==> src/rtl/onets_led_ctrl.sv <==
// Multi-channel status LED driver: shared prescaler tick, global blink phase,
// and a per-channel activity stretcher that always leaves a visible dark gap.
module onets_led_ctrl #(
    parameter int NUM_CH      = 4,
    parameter int PRESCALE    = 12500000,
    parameter int BLINK_TICKS = 5,
    parameter int HOLD_TICKS  = 1,
    parameter bit ACTIVE_LOW  = 1'b0
) (
    input  logic                clk,
    input  logic                rst,
    input  logic [2*NUM_CH-1:0] mode_i,
    input  logic [NUM_CH-1:0]   act_i,
    output logic [NUM_CH-1:0]   led_o,
    output logic                tick_o
);
    localparam int PW   = (PRESCALE > 1) ? $clog2(PRESCALE) : 1;
    localparam int CMAX = (BLINK_TICKS > HOLD_TICKS) ? BLINK_TICKS : HOLD_TICKS;
    localparam int CW   = $clog2((CMAX > 2) ? CMAX : 2);

    localparam logic [PW-1:0] P_LAST = PW'(PRESCALE - 1);
    localparam logic [CW-1:0] B_LAST = CW'(BLINK_TICKS - 1);
    localparam logic [CW-1:0] H_LAST = CW'(HOLD_TICKS - 1);

    localparam logic [1:0] MODE_OFF   = 2'b00;
    localparam logic [1:0] MODE_ON    = 2'b01;
    localparam logic [1:0] MODE_BLINK = 2'b10;

    // state | meaning: IDLE waiting for activity, ON flash lit, GAP forced dark
    typedef enum logic [1:0] {S_IDLE, S_ON, S_GAP} state_t;

    logic [PW-1:0]     r_pcnt;
    logic              r_tick;
    logic [CW-1:0]     r_bcnt;
    logic              r_blink_ph;
    logic [NUM_CH-1:0] r_led;
    state_t            r_st [NUM_CH];
    logic [CW-1:0]     r_hcnt [NUM_CH];
    logic [NUM_CH-1:0] r_pend;

    logic              w_tick;
    logic [CW-1:0]     w_bcnt_nx;
    logic              w_blink_ph_nx;
    state_t            w_st_nx [NUM_CH];
    logic [CW-1:0]     w_hcnt_nx [NUM_CH];
    logic [NUM_CH-1:0] w_pend_nx;
    logic [NUM_CH-1:0] w_lv;

    assign w_tick = (r_pcnt == P_LAST);
    assign led_o  = r_led;
    assign tick_o = r_tick;

    always_comb begin
        w_bcnt_nx     = r_bcnt;
        w_blink_ph_nx = r_blink_ph;
        if (w_tick) begin
            if (r_bcnt == B_LAST) begin
                w_bcnt_nx     = '0;
                w_blink_ph_nx = ~r_blink_ph;
            end else begin
                w_bcnt_nx = r_bcnt + 1'b1;
            end
        end
    end

    // LED value is derived from next-state so mode and activity show one edge later
    always_comb begin
        w_pend_nx = r_pend;
        w_lv      = '0;
        for (int c = 0; c < NUM_CH; c++) begin
            w_st_nx[c]   = r_st[c];
            w_hcnt_nx[c] = r_hcnt[c];
            if (mode_i[2*c +: 2] != 2'b11) begin
                w_st_nx[c]   = S_IDLE;
                w_hcnt_nx[c] = '0;
                w_pend_nx[c] = 1'b0;
            end else begin
                case (r_st[c])
                    S_IDLE: begin
                        if (act_i[c]) begin
                            w_st_nx[c]   = S_ON;
                            w_hcnt_nx[c] = '0;
                        end
                    end
                    S_ON: begin
                        w_pend_nx[c] = r_pend[c] | act_i[c];
                        if (w_tick) begin
                            if (r_hcnt[c] == H_LAST) begin
                                w_st_nx[c]   = S_GAP;
                                w_hcnt_nx[c] = '0;
                            end else begin
                                w_hcnt_nx[c] = r_hcnt[c] + 1'b1;
                            end
                        end
                    end
                    S_GAP: begin
                        w_pend_nx[c] = r_pend[c] | act_i[c];
                        if (w_tick) begin
                            if (r_hcnt[c] == H_LAST) begin
                                w_hcnt_nx[c] = '0;
                                w_pend_nx[c] = 1'b0;
                                w_st_nx[c]   = (r_pend[c] | act_i[c]) ? S_ON : S_IDLE;
                            end else begin
                                w_hcnt_nx[c] = r_hcnt[c] + 1'b1;
                            end
                        end
                    end
                    default: w_st_nx[c] = S_IDLE;
                endcase
            end
            case (mode_i[2*c +: 2])
                MODE_OFF:   w_lv[c] = 1'b0;
                MODE_ON:    w_lv[c] = 1'b1;
                MODE_BLINK: w_lv[c] = w_blink_ph_nx;
                default:    w_lv[c] = (w_st_nx[c] == S_ON);
            endcase
        end
    end

    always_ff @(posedge clk) begin
        if (rst) begin
            r_pcnt     <= '0;
            r_tick     <= 1'b0;
            r_bcnt     <= '0;
            r_blink_ph <= 1'b0;
            r_led      <= {NUM_CH{ACTIVE_LOW}};
            r_pend     <= '0;
            for (int c = 0; c < NUM_CH; c++) begin
                r_st[c]   <= S_IDLE;
                r_hcnt[c] <= '0;
            end
        end else begin
            r_pcnt     <= w_tick ? '0 : r_pcnt + 1'b1;
            r_tick     <= w_tick;
            r_bcnt     <= w_bcnt_nx;
            r_blink_ph <= w_blink_ph_nx;
            r_led      <= w_lv ^ {NUM_CH{ACTIVE_LOW}};
            r_pend     <= w_pend_nx;
            for (int c = 0; c < NUM_CH; c++) begin
                r_st[c]   <= w_st_nx[c];
                r_hcnt[c] <= w_hcnt_nx[c];
            end
        end
    end
endmodule
==> config.mk <==
export PLATFORM = sky130hd
export DESIGN_NAME = onets_led_ctrl
export DESIGN_NICKNAME = d
export VERILOG_FILES = /design/src/rtl/onets_led_ctrl.sv
export SDC_FILE = /design/constraint.sdc
export NUM_CORES = 1
export LEC_CHECK = 0
export ABC_AREA = 1
export ABC_CLOCK_PERIOD_IN_PS = 2600
export CAP_MARGIN = 15
export CORE_AREA = 2 2 112 114
export CTS_BUF_LIST = sky130_fd_sc_hd__clkbuf_4 sky130_fd_sc_hd__clkbuf_8
export DETAILED_ROUTE_END_ITERATION = 10
export DIE_AREA = 0 0 114 116
export PLACE_DENSITY = 0.53
export SKIP_LAST_GASP = 1
export SYNTH_ARGS = -nofsm -noshare
export SYNTH_HDL_FRONTEND = slang
export SYNTH_SLANG_ARGS = --single-unit
==> constraint.sdc <==
create_clock -name clk -period 2.6 [get_ports clk]
set_input_delay 0.26 -clock clk [delete_from_list [all_inputs] [get_ports clk]]
set_output_delay 0.26 -clock clk [all_outputs]
set_load 0.01 [all_outputs]
==> metrics.md <==
| Metric | Value |
|---|---|
| HP Class | flop to flop |
| Final Cell Area | ~4000 um^2 |
| Number of library cell types mapped by synthesis | 33 |
| Complex-gate fraction of the synthesized area | 0.111 |
| Via count | 3172 |
| GRT Overall Usage | 0.126 |
| Die Footprint | approximately 13000 um^2 |
| Diode count | 0 |
| Crit path DAT | between 2 and 2.5 ns |
| Yosys warning count | 0 |
| Final setup fails | 0 |
| Yosys reg bits | 57 |
| Final worst path period need | approximately 2.1 ns |
| Ys async rst share | 0 |
| Place WS | between 0.4 and 0.5 ns |
| Adder-cell share of the synthesized area | 0.0957 |
| First-pass GRT wire length | 13500 um |
| Placed Area | 3880 um^2 |
| Final ANT Viol Nets | 0 |
| Die width | ~110 um |
| Syn Area/Cell | 6.82 um^2 |
| Starting density of the core | 0.296 |
| Worst skew pair latency | between 0.3 and 0.4 ns |
| Cts repair resizes | 0 |
| Pwr dens | ~430 nW/um^2 |
| Kind of critical path | flop to flop |
| Area growth, synth to finish | 14.5% |
| Setup WS post-layout | between 0.5 and 0.6 ns |
| Critical path fanouts, max | 17 |
| Lkg Pwr | around 1.7 nW |
| Gpl congestion | 0.812 |
| Port-buffer cells | 18 |
| Share of cells above drive strength 1 | 0.0844 |
| Fill count | 1300 |
| GR Overflow Total | 0 |
| Synth area leader | dfxtp_1 |
| Final setup TNS | 0 ns |
| Crit start category | flop |
| Largest family of logic cells by synthesized area | simple AND/OR/NAND/NOR gates |
| Avg WL per Cell | 11.0 um |
| Via-per-instance ratio | 4.58 |
| Crit path required time | ~2.8 ns |
| Vias in the first global route | 3039 |
| Die height | between 100 and 150 um |
| Post-detail-place hpwl | approximately 5800 um |
| FMAX | between 400 and 500 MHz |
| Worst vdd ir | 211 uV |
| Post-CTS setup buffer count | 0 |
| Most frequent cell after synthesis | nand2_1 |
| Status | finished, final reports clean |
| RSZ-0062 raised after global routing | no |
| Synth top area cells | dfxtp_1, nand2_1, ha_1 |
| Mapped Area | 3530 um^2 |
| # nets final | 584 |
| Simple-Gate Fraction of Synth Area | 0.353 |
| Max-cap viol count | 0 |
| Final period util | 0.807 |
| Final slew viol count | 0 |
| Num rows | 40 |
| Syn Nets | 558 |
| CTS tree | built |
| Fin. Hold Viols | 0 |
| CTS buffer count | 9 |
| Least-Margin Pin Slew | 0.459 ns |
| Max clock buf depth | 2 |
| Layout Utilization | 0.339 |
| Synth Instances | 517 |
| Post-synth top cells | nand2_1, nor2_1, inv_1 |
| Drt total wl | roughly 7600 um |
| Mux cell area share after synthesis | 0 |
| Most used DFF post-synth | dfxtp_1 |
| Initial drt markers | roughly 100 |
| R2R Setup Slk | roughly 0.50 ns |
| Core area | roughly 12000 um^2 |
| Largest net degree at the start of global routing | 20 |
| H-tree Lvls | 3 |
| Pwr Total | 1.74 mW |
| Number of flops mapped to enable cells by yosys | 0 |
| Clk pin slew, worst setup/hold paths | around 0.06 ns |
| Drt drc | 0 |
| Sequential share of the synthesized area | 0.323 |
| Setup crit end kind | flop |
| Register Area | ~1100 um^2 |
| Initial antenna violation count | 0 |
| Top Ports | 19 |
| Synth Area in XOR/XNOR | 0.0223 |
| Max_slew headroom | 0.692 |
| Root Buffer | clkbuf_8 |
| Post-CTS Hold Buffers | 0 |
| Skew final | 0.00516 ns |
| Synth top area share | 0.323 |
| Area of the multi-input gates | around 2000 um^2 |
| 1st-pass router iterations | 4 |
| Clk sinks | between 50 and 60 |
-- flip-flops by register name (all words and copies together) (netlist names) --
name	count
led_o	4
r_bcnt	3
r_st	8
r_hcnt	12
tick_o	1
r_pcnt	24
r_blink_ph	1
r_pend	4
-- final cells by class --
| type | instances | share of cell area |
|---|---|---|
| Timing Repair Buffer | 23 | 0.0539 |
| Clock inverter | 1 | 0.00124 |
| Tap cell | 147 | 0.0455 |
| Multi-Input combinational cell | 376 | 0.508 |
| Clock buffer | 12 | 0.0378 |
| Sequential cell | 57 | 0.283 |
| Inverter | 76 | 0.0706 |
-- stage by stage --
stage | cells | hold WS [ns]
after detailed placement | 679 | 0.439
after CTS | 692 | 0.451
after floorplan | 517 | 0.418
after global placement | 679 | 0.431
after global routing | 692 | 0.489
final | 692 | 0.444
-- kinds of logic (layout without fill, tap and decap cells) --
family	after synthesis	after routing
simple gates	271	271
buf+inv	84	112
fa+ha+maj	27	27
compound gates	69	69
flops	57	57
xor+xnor	9	9
-- worst paths after layout --
kind	cells past startpoint	start	end
min	1	r_pcnt[0]$_SDFF_PP0_	r_pcnt[0]$_SDFF_PP0_
max reg2reg	8	r_pcnt[0]$_SDFF_PP0_	led_o[3]$_SDFF_PP0_
min reg2reg	1	r_pcnt[0]$_SDFF_PP0_	r_pcnt[0]$_SDFF_PP0_
max	8	r_pcnt[0]$_SDFF_PP0_	led_o[3]$_SDFF_PP0_
-- power breakdown --
part | leakage [nW] | internal (mW) | total [mW] | switching [mW]
Clock | 0.0850 | 0.375 | 0.706 | 0.330
Sequential | 0.461 | 0.886 | 0.894 | 0.00824
Combinational | 1.16 | 0.0626 | 0.143 | 0.0801
Total | 1.70 | 1.32 | 1.74 | 0.419
-- placed cells by master, fill, tap and decap left out, drive strengths merged --
cell type and instances:
clkbuf 12, nor3b 5, nand4 6, ha 27, nand3 56, or2 2, a21oi 26, o21a 2
dfxtp 57, a21boi 4, nand2 102, a31o 4, a211oi 6, clkdlybuf4s50 18, clkinv 1, xnor2 2
xor2 7, nor2 87, buf 5, a31oi 1, and3 1, o21ai 26, nor3 12, inv 76
-- layer usage --
| metal | global-route usage | wire length (um) |
|---|---|---|
| met5 | 0 | 0 |
| met4 | 0.0415 | 109 |
| met3 | 0.0408 | 302 |
| met2 | 0.205 | 3330 |
| met1 | 0.159 | 3890 |
-- critical path, stage by stage (launching register included) --
cell and delay (ns):
dfxtp_1 0.35, ha_1 0.21, nand3_2 0.14, nor2_1 0.22, nand3_4 0.24, inv_1 0.28, o21ai_1 0.21, a21boi_0 0.24
a21oi_1 0.09
(Power assumes the default switching activity.)
